[src/rtl/ex_muldiv.sv]
// ex_muldiv: iterative RV32M multiply/divide unit for the EX stage.
// Every operation takes a fixed 33 cycles after the start edge. There are
// 32 CALC iterations (shift-add multiply or restoring divide) on operand
// magnitudes, followed by one DONE cycle that presents the sign-corrected result.
//
// Ports:
//   clk        - rising-edge clock
//   reset      - asynchronous active-high reset
//   flush      - synchronous kill of any in-flight operation
//   start_in   - ID/EX holds an RV32M operation (accepted only in IDLE)
//   funct3_in  - 0 MUL, 1 MULH, 2 MULHSU, 3 MULHU, 4 DIV, 5 DIVU, 6 REM, 7 REMU
//   rdata1_in  - operand A (rs1)
//   rdata2_in  - operand B (rs2)
//   rd_in      - destination register
//   stall_out  - hold request to PC, IF/ID and ID/EX
//   busy_out   - state is not IDLE
//   done_out   - one-cycle pulse, result_out/rd_out valid
//   result_out - operation result, held until the next DONE
//   rd_out     - destination register of the result, held until the next DONE
module ex_muldiv (
    input  logic        clk,
    input  logic        reset,
    input  logic        flush,
    input  logic        start_in,
    input  logic [2:0]  funct3_in,
    input  logic [31:0] rdata1_in,
    input  logic [31:0] rdata2_in,
    input  logic [4:0]  rd_in,
    output logic        stall_out,
    output logic        busy_out,
    output logic        done_out,
    output logic [31:0] result_out,
    output logic [4:0]  rd_out
);

    typedef enum logic [1:0] {IDLE, CALC, DONE} state_t;

    state_t      state_q, state_d;
    logic [4:0]  cnt_q, cnt_d;
    logic [63:0] acc_q, acc_d;        // product / {remainder, quotient} accumulator
    logic [31:0] opb_q, opb_d;        // |multiplicand| or |divisor|
    logic [2:0]  op_q, op_d;
    logic        neg_res_q, neg_res_d; // sign of product / quotient
    logic        neg_rem_q, neg_rem_d; // sign of remainder (follows dividend)
    logic [4:0]  rd_q, rd_d;
    logic [31:0] result_q, result_d;
    logic [4:0]  rd_out_q, rd_out_d;

    logic        accept, last_iter;
    logic        a_signed, b_signed, a_neg, b_neg;
    logic [31:0] a_mag, b_mag;
    logic [32:0] mul_sum, div_hi;
    logic [31:0] div_diff;
    logic        div_ge;
    logic [63:0] step_acc, prod;
    logic [31:0] quo, rem, final_res;

    // ---------------- operand conditioning ----------------
    always_comb begin
        a_signed = (funct3_in == 3'd1) || (funct3_in == 3'd2) ||
                   (funct3_in == 3'd4) || (funct3_in == 3'd6);
        b_signed = (funct3_in == 3'd1) || (funct3_in == 3'd4) ||
                   (funct3_in == 3'd6);
        a_neg    = a_signed && rdata1_in[31];
        b_neg    = b_signed && rdata2_in[31];
        a_mag    = a_neg ? (~rdata1_in + 32'd1) : rdata1_in;
        b_mag    = b_neg ? (~rdata2_in + 32'd1) : rdata2_in;
        accept   = (state_q == IDLE) && start_in && !flush;
        last_iter = (cnt_q == 5'd31);
    end

    // ---------------- one iteration ----------------
    always_comb begin
        // Shift-add: add multiplicand into the high half when the current
        // multiplier bit (LSB) is set, then shift the 65-bit sum right.
        mul_sum  = {1'b0, acc_q[63:32]} + (acc_q[0] ? {1'b0, opb_q} : 33'd0);
        // Restoring divide: shift left, trial-subtract the divisor from the
        // 33-bit partial remainder, shift the quotient bit into the LSB.
        div_hi   = acc_q[63:31];
        div_ge   = (div_hi >= {1'b0, opb_q});
        div_diff = div_hi[31:0] - opb_q;
        if (op_q[2]) begin
            step_acc = {(div_ge ? div_diff : div_hi[31:0]), acc_q[30:0], div_ge};
        end else begin
            step_acc = {mul_sum, acc_q[31:1]};
        end
    end

    // ---------------- sign correction of the final iteration ----------------
    always_comb begin
        prod = neg_res_q ? (~step_acc + 64'd1) : step_acc;
        quo  = step_acc[31:0];
        rem  = step_acc[63:32];
        case (op_q)
            3'd0:          final_res = prod[31:0];
            3'd1, 3'd2,
            3'd3:          final_res = prod[63:32];
            // A zero divisor yields an all-ones quotient from the restoring
            // loop; it must not be negated so DIV by 0 stays 0xFFFFFFFF.
            3'd4, 3'd5:    final_res = (neg_res_q && (opb_q != 32'd0)) ? (~quo + 32'd1) : quo;
            default:       final_res = neg_rem_q ? (~rem + 32'd1) : rem;
        endcase
    end

    // ---------------- datapath next state ----------------
    always_comb begin
        cnt_d     = cnt_q;
        acc_d     = acc_q;
        opb_d     = opb_q;
        op_d      = op_q;
        neg_res_d = neg_res_q;
        neg_rem_d = neg_rem_q;
        rd_d      = rd_q;
        result_d  = result_q;
        rd_out_d  = rd_out_q;
        if (accept) begin
            cnt_d     = '0;
            acc_d     = {32'd0, a_mag};
            opb_d     = b_mag;
            op_d      = funct3_in;
            neg_res_d = a_neg ^ b_neg;
            neg_rem_d = a_neg;
            rd_d      = rd_in;
        end else if (state_q == CALC) begin
            acc_d = step_acc;
            cnt_d = cnt_q + 5'd1;
            if (last_iter && !flush) begin
                result_d = final_res;
                rd_out_d = rd_q;
            end
        end
    end

    always_ff @(posedge clk or posedge reset) begin
        if (reset) begin
            cnt_q     <= '0;
            acc_q     <= '0;
            opb_q     <= '0;
            op_q      <= '0;
            neg_res_q <= 1'b0;
            neg_rem_q <= 1'b0;
            rd_q      <= '0;
            result_q  <= '0;
            rd_out_q  <= '0;
        end else begin
            cnt_q     <= cnt_d;
            acc_q     <= acc_d;
            opb_q     <= opb_d;
            op_q      <= op_d;
            neg_res_q <= neg_res_d;
            neg_rem_q <= neg_rem_d;
            rd_q      <= rd_d;
            result_q  <= result_d;
            rd_out_q  <= rd_out_d;
        end
    end

    // ---------------- FSM: state register ----------------
    always_ff @(posedge clk or posedge reset) begin
        if (reset) begin
            state_q <= IDLE;
        end else begin
            state_q <= state_d;
        end
    end

    // ---------------- FSM: next state ----------------
    always_comb begin
        state_d = state_q;
        if (flush) begin
            state_d = IDLE;
        end else begin
            case (state_q)
                IDLE:    if (start_in) state_d = CALC;
                CALC:    if (last_iter) state_d = DONE;
                DONE:    state_d = IDLE;
                default: state_d = IDLE;
            endcase
        end
    end

    // ---------------- FSM: outputs ----------------
    always_comb begin
        busy_out   = (state_q != IDLE);
        done_out   = (state_q == DONE);
        stall_out  = ((state_q == IDLE) && start_in && !reset) || (state_q == CALC);
        result_out = result_q;
        rd_out     = rd_out_q;
    end

endmodule

[config.mk]
export PLATFORM = sky130hd
export DESIGN_NAME = ex_muldiv
export DESIGN_NICKNAME = d
export VERILOG_FILES = /design/src/rtl/ex_muldiv.sv
export SDC_FILE = /design/constraint.sdc
export NUM_CORES = 1
export LEC_CHECK = 0
export BUFFER_PORTS_ARGS = -buffer_cell sky130_fd_sc_hd__clkbuf_2
export CAP_MARGIN = 20
export CORE_UTILIZATION = 45
export DETAILED_ROUTE_END_ITERATION = 10
export HOLD_SLACK_MARGIN = 0.1
export SYNTH_ARGS = -nofsm -noshare
export SYNTH_HDL_FRONTEND = slang
export SYNTH_SLANG_ARGS = --single-unit
[constraint.sdc]
create_clock -name clk -period 10.1 [get_ports clk]
set_input_delay 0 -clock clk [delete_from_list [all_inputs] [get_ports clk]]
set_output_delay 0 -clock clk [all_outputs]
set_load 0.1 [all_outputs]
==> results of run 1 <==
-- what timing repair did --
item                                    CTS  global route
endpoints found under the hold margin   119             0
endpoints found under the setup margin    0             0
hold buffers                             99             0
-- cells in the mapped netlist (7+ instances only) --
library cell	n	area share, %
nand2b_1	19	0.73
or3_1	27	1.0
a31oi_1	20	0.77
nand4_1	27	1.0
xor2_1	86	4.6
o21a_1	17	0.79
a211oi_1	32	1.5
and3_1	8	0.31
o21ai_1	12	0.37
xnor2_1	99	5.3
inv_1	61	1.4
a21o_1	20	0.93
o21ai_0	210	6.5
mux2i_1	46	2.8
o21bai_1	8	0.37
a221oi_1	7	0.38
nor4_1	23	0.89
o22ai_1	7	0.27
nor2b_1	15	0.58
o31ai_1	28	1.3
and2_1	48	1.9
clkbuf_1	114	2.6
ha_1	70	5.4
a22oi_1	11	0.51
nand2_1	324	7.5
nand3_1	75	2.3
o221ai_1	35	1.9
o211ai_1	28	1.3
o41ai_1	10	0.54
dfrtp_1	150	23
buf_1	10	0.23
nor2_1	153	3.5
mux2_2	9	0.62
a211o_1	7	0.38
a21oi_1	154	4.7
nor3_1	65	2.0
or4_1	8	0.37
buf_2	26	0.80
-- worst max path at each step --
stage | from | end | slack (ns) | cells after the start
after global placement | opb_q[18] | result_out[30] | 3.97 | 19
after CTS | opb_q[18] | result_out[30] | 3.76 | 19
after detailed placement | opb_q[18] | result_out[30] | 3.78 | 19
final | opb_q[18] | result_out[30] | 3.62 | 19
after floorplan | op_q[2] | result_out[30] | 4.43 | 23
after global routing | opb_q[18] | result_out[30] | 3.29 | 18
-- layer usage --
layer | vias up | global-route usage, % | wire (um)
met5 | - | 0 | 0
met4 | 0 | 13.71 | 2467
met3 | 132 | 6.395 | 6255
met2 | 917 | 52.17 | 27600
met1 | 8553 | 54.28 | 30840
li1 | 8220 | - | -
-- through the flow --
stage | util [%] | setup slack, ns | hold WS, ns | total power, W
floorplan | - | 4.430 | 0.09983 | 0.003864
global placement | 47.67 | 3.966 | 0.05786 | 0.005152
detailed placement | 47.67 | 3.779 | 0.06414 | 0.005163
CTS | 52.04 | 3.762 | 0.1286 | 0.005878
global route | 52.07 | 3.291 | 0.1712 | 0.006344
finish | 52.07 | 3.619 | 0.1233 | 0.006025
-- power by group through the flow --
stage / combinational [W] / sequential, W / clock (W)
final: 0.00430 / 0.00106 / 0.000664
after global routing: 0.00458 / 0.00108 / 0.000686
after CTS: 0.00416 / 0.00105 / 0.000668
after detailed placement: 0.00411 / 0.00106 / 0
after global placement: 0.00411 / 0.00105 / 0
after floorplan: 0.00290 / 0.000961 / 0
-- cell families after synthesis --
kind of cell	Yosys count	share of synthesized area (%)
mux	55	3.461
compound gates	687	27.50
simple gates	835	24.52
xor+xnor	185	9.983
fa+ha+maj	72	5.643
buf+inv	224	5.766
flops	150	23.13
-- state kept, by name, summed over array words and instances (netlist names) --
name	flops
acc_q	64
opb_q	32
result_out	32
cnt_q	5
rd_out	5
rd_q	5
op_q	3
state_q	2
neg_rem_q	1
neg_res_q	1
-- layout make-up --
type                            instances  area, um^2
Clock buffer                           21       460.4
Multi-Input combinational cell       1834       11560
Tap cell                              461       576.8
Clock inverter                          8       102.6
Timing Repair Buffer                  247        1819
Sequential cell                       150        3759
Fill cell                            3541       17050
Inverter                               64       245.2
-- worst max-delay path, cell delays in order (launching register included) --
cell and delay [ns]:
dfrtp_1 0.46, inv_1 0.07, ha_1 0.41, a21oi_1 0.29, o21ai_2 0.14, a211o_1 0.35
or3_1 0.64, a211oi_1 0.37, a211oi_1 0.11, nor2_1 0.40, ha_1 0.35, inv_1 0.08
a2111oi_1 0.55, nand3_1 0.24, or4_1 0.59, or2_1 0.36, or4_4 0.45, a21oi_2 0.16
a211oi_1 0.09, o32ai_2 0.24
==> impl_metrics.py, run 1 <==
metrics = {
    "run_status": {
        "status": "completed",
    },
    "worst_setup_path": {
        "regToRegSetupSlack_ns": 3.62,
        "crit_arrival_ns": 6.84,
        "rr_endpoint": "result_out[30]",
        "cp-end-kind": "flop",
        "worstSetupStartpointType": "flop",
        "reg2reg_from": "opb_q[18]",
        "ff2ff_path_depth": 19,
        "crit_required_ns": 10.46,
        "path_max_fanout": 13,
        "path_class": "reg2reg",
    },
    "clock_tree": {
        "clock_sinks": 150,
        "cts_tree": "done",
        "cts-resized-gates": 0,
        "cts_setup_buffers": 0,
        "root_buffer": "clkbuf_16",
        "htree_levels": 4,
        "clk_pin_slew_ns": 0.08,
        "numCtsBuffers": 17,
        "cts.path.max_buffers": 2,
        "clock_latency_ns": 0.46,
    },
    "power": {
        "pwr-share-seq_pct": 17.6,
        "power.share.combinational_pct": 71.4,
        "powerDensity_nw_per_um2": 325.3,
        "p_int_w": 0.002562,
        "switchingPower_w": 0.003463,
        "clockPowerShare_pct": 11.0,
        "leakagePower_nw": 7.688,
        "swShare_pct": 57.48,
        "ir_worst_vdd_mv": 0.1871,
    },
    "cells_and_area": {
        "final_cell_count_no_fill": 2785,
        "final_area_um2": 18520,
        "nNetsFinal": 2462,
        "final_cell_mix": "nand2_1, o21ai_0, a21oi_1",
        "mostFrequentLayoutCell": "nand2_1",
        "post_route_cells_drive_above_1_share_pct": 9.897,
        "area_growth_pct": 14.11,
        "antenna_cells": 0,
    },
    "synth": {
        "ys_seq_area_share_pct": 23.13,
        "async_reset_ff_share_pct": 100.0,
        "syn-cell-area_um2": 16230,
        "synth_cells": 2208,
        "syn_avg_cell_area_um2": 7.351,
        "ys_seq_elements": 150,
        "synth-main-ff-cell": "dfrtp_1",
        "synth_cell_types": 100,
        "synth_warnings": 0,
        "synth-edff-count": 0,
        "syn_nets": 2356,
    },
    "flow_run": {
        "maxCapViolCount": 0,
    },
    "drt": {
        "wl_per_cell_um": 24.12,
        "drt_iter0_markers": 2136,
        "antenna_left": 0,
        "route.vias.total": 17822,
        "drc_errors": 0,
        "drt_pass1_iterations": 8,
        "viasPerCell": 6.399,
        "routed_wirelength_um": 67160,
    },
    "global_route": {
        "grt_max_degree": 98,
        "grt_pass1_vias": 16305,
        "overflow": 0,
        "grt_use_total_pct": 36.61,
        "antenna_found_initial": 0,
        "grt_first_pass_wirelength_um": 101100,
    },
    "placed_design": {
        "place_inst": 2656,
        "gp_congestion": 0.9807,
        "placed_area_um2": 16960,
        "portBuffers": 115,
        "hpwl_um": 50350,
    },
    "timing": {
        "rsz0062_at_grt": "no",
        "setup_viol": 0,
        "fin_crit_sh_pct": 64.17,
        "maxSlewViolCount": 0,
        "worst_slew_pin_slew_ns": 1.114,
        "max_freq_ghz": 0.1543,
        "maxSlewHeadroom_pct": 25.69,
        "finalClockSkew_ns": 0.01493,
        "finalCriticalPeriod_ns": 6.481,
        "fin_tns_setup_ns": 0,
        "finalHoldViolCount": 0,
    },
    "die": {
        "die_area_um2": 36830,
        "die_w_um": 191.9,
        "io_pins": 116,
        "fp-row-count": 69,
        "chipHeight_um": 191.9,
        "initial_core_util_pct": 45.63,
        "core_um2": 35570,
    },
    "min_path": {
        "hp-class": "in2async",
    },
}
Power figures use the tool's default switching activity.
==> run 2, diff against run 1 <==
==> constraint.sdc (replaced) <==
create_clock -name clk -period 5.2 [get_ports clk]
set_input_delay 0 -clock clk [delete_from_list [all_inputs] [get_ports clk]]
set_output_delay 0 -clock clk [all_outputs]
set_load 0.1 [all_outputs]
==> run 2 against run 1 <==
Net effect:
- total power grew 110%
- count of clock-buffer cells in the layout is 3 lower
- first-iteration DRC count down 11%
- worst hold slack gained 0.027 ns
- register-to-register slack got worse by 3.6 ns
- critical path type unchanged
==> impl_metrics.py, run 2 (synthesis gave the netlist of run 1 again) <==
metrics = {
    "worst_setup_path": {
        "crit_arrival_ns": 5.53,
        "crit_required_ns": 5.58,
        "worstSetupStartpointType": "flop",
        "crit_chain": "buf_4, and2_1, ha_1, o211ai_1, o211ai_1, nand2_1, nand2_1, xnor2_1, o221a_2, o211ai_1, or4_1, or2_1, or4_4, a21oi_2, a211oi_1, o32ai_2",
        "path_max_fanout": 19,
        "path_delay_family": "simple AND/OR/NAND/NOR gates",
        "cp-end-kind": "flop",
        "critPathSlowestCell": "or4_1",
        "path_buf_inv": 1,
        "slowest_delay_ns": 0.66,
        "path_class": "reg2reg",
        "cp_common_cell": "o211ai_1",
    },
    "global_route": {
        "grt_pass1_vias": 16784,
        "grt_use_total_pct": 36.52,
        "overflow": 0,
        "grt_max_degree": 97,
        "antenna_found_initial": 1,
        "grt_first_pass_wirelength_um": 101900,
    },
    "cells_and_area": {
        "mostFrequentLayoutCell": "nand2_1",
        "final_cell_count_no_fill": 2873,
        "final_util_pct": 54.14,
        "nNetsFinal": 2544,
        "top_register": "acc_q",
        "final_cell_mix": "nand2_1, o21ai_0, a21oi_1",
        "area_growth_pct": 18.66,
        "largest_reg_flops": 64,
        "post_route_cells_drive_above_1_share_pct": 14.24,
    },
    "run_status": {
        "status": "completed",
    },
    "die": {
        "initial_core_util_pct": 45.63,
        "core_um2": 35570,
        "chipHeight_um": 191.9,
        "die_area_um2": 36830,
        "io_pins": 116,
        "die_w_um": 191.9,
        "fp-row-count": 69,
    },
    "drt": {
        "routed_wirelength_um": 66730,
        "route.vias.total": 18126,
        "drt_pass1_iterations": 6,
        "viasPerCell": 6.309,
        "antenna_left": 0,
        "drc_errors": 0,
        "drt_iter0_markers": 1902,
        "wl_per_cell_um": 23.23,
    },
    "flow_run": {
        "maxCapViolCount": 0,
    },
    "timing": {
        "worst_slew_pin_slew_ns": 1.106,
        "setup_viol": 0,
        "finalClockSkew_ns": 0.01728,
        "max_freq_ghz": 0.1944,
        "finalCriticalPeriod_ns": 5.143,
        "fin_crit_sh_pct": 98.90,
        "finalHoldViolCount": 0,
        "maxSlewViolCount": 0,
        "maxSlewHeadroom_pct": 26.17,
    },
    "clock_tree": {
        "clk_pin_slew_ns": 0.08,
        "numCtsBuffers": 17,
        "htree_levels": 4,
        "cts_tree": "done",
        "root_buffer": "clkbuf_16",
        "clock_sinks": 150,
        "cts.path.max_buffers": 2,
        "clock_latency_ns": 0.48,
    },
    "power": {
        "powerDensity_nw_per_um2": 641.5,
        "ir_worst_vdd_mv": 0.3483,
        "leakagePower_nw": 8.124,
    },
    "placed_design": {
        "gp_congestion": 0.9882,
        "hpwl_um": 50760,
        "portBuffers": 115,
        "place_inst": 2747,
    },
    "min_path": {
        "hp-class": "in2reg",
    },
}
run 2: area by class of cell:
class	instances	area [um^2]
Sequential cell	150	3759
Antenna cell	3	7.507
Fill cell	3459	16310
Clock buffer	18	439.2
Timing Repair Buffer	329	2412
Inverter	64	245.2
Tap cell	461	576.8
Multi-Input combinational cell	1834	11630
Clock inverter	14	187.7
run 2: routing by layer:
layer,vias up,wire length (um),track usage (%)
li1,8389,-,-
met1,8657,29840,52.15
met2,935,27920,53.67
met3,145,5865,5.810
met4,0,3109,16.30
met5,-,0,0
run 2: path summary, 6_finish.rpt:
check,from,endpoint,slack (ns),cells past startpoint
min,start_in,cnt_q[3],0.15,4
max,acc_q[0],result_out[30],0.06,16
max reg2reg,acc_q[0],result_out[30],0.06,16
max in group asynchronous,reset,op_q[2],3.44,4
min in group asynchronous,reset,opb_q[4],0.22,3
min reg2reg,rd_q[1],rd_out[1],0.48,2
run 2: through the flow:
stage	TNS, ns	hold WS [ns]	setup slack (ns)	instance area, um^2	power [W]
finish	0	0.1506	0.05711	19260	0.01235
floorplan	0	0.09983	0.004125	16250	0.007519
global placement	0	0.1901	0.06340	17660	0.01045
global route	-0.07813	0.1575	-0.02992	19250	0.01304
detailed placement	-0.008604	0.1990	-0.008604	17660	0.01049
CTS	0	0.1060	0.02157	19160	0.01198
run 2: power breakdown:
group	internal, W	switching (W)	leakage, nW
Combinational	0.00332	0.00567	5.91
Sequential	0.00148	0.000477	1.92
Clock	0.000781	0.000626	0.298
run 2: worst reg2reg max path, cell delays in order, from the launching register on:
cell      delay, ns
dfrtp_1        0.40
buf_4          0.21
and2_1         0.18
ha_1           0.37
o211ai_1       0.18
o211ai_1       0.55
nand2_1        0.35
nand2_1        0.27
xnor2_1        0.21
o221a_2        0.25
o211ai_1       0.20
or4_1          0.66
or2_1          0.30
or4_4          0.44
a21oi_2        0.17
a211oi_1       0.07
o32ai_2        0.25
run 2: timing repair:
item / in CTS / in global routing
endpoints found under the setup margin: 2 / 16
cloned: 0 / 0
setup buffers: 0 / 4
resized for setup: 1 / 12
hold endpoints to repair: 153 / 0
pin swaps: 0 / 2
hold buffers: 87 / 0
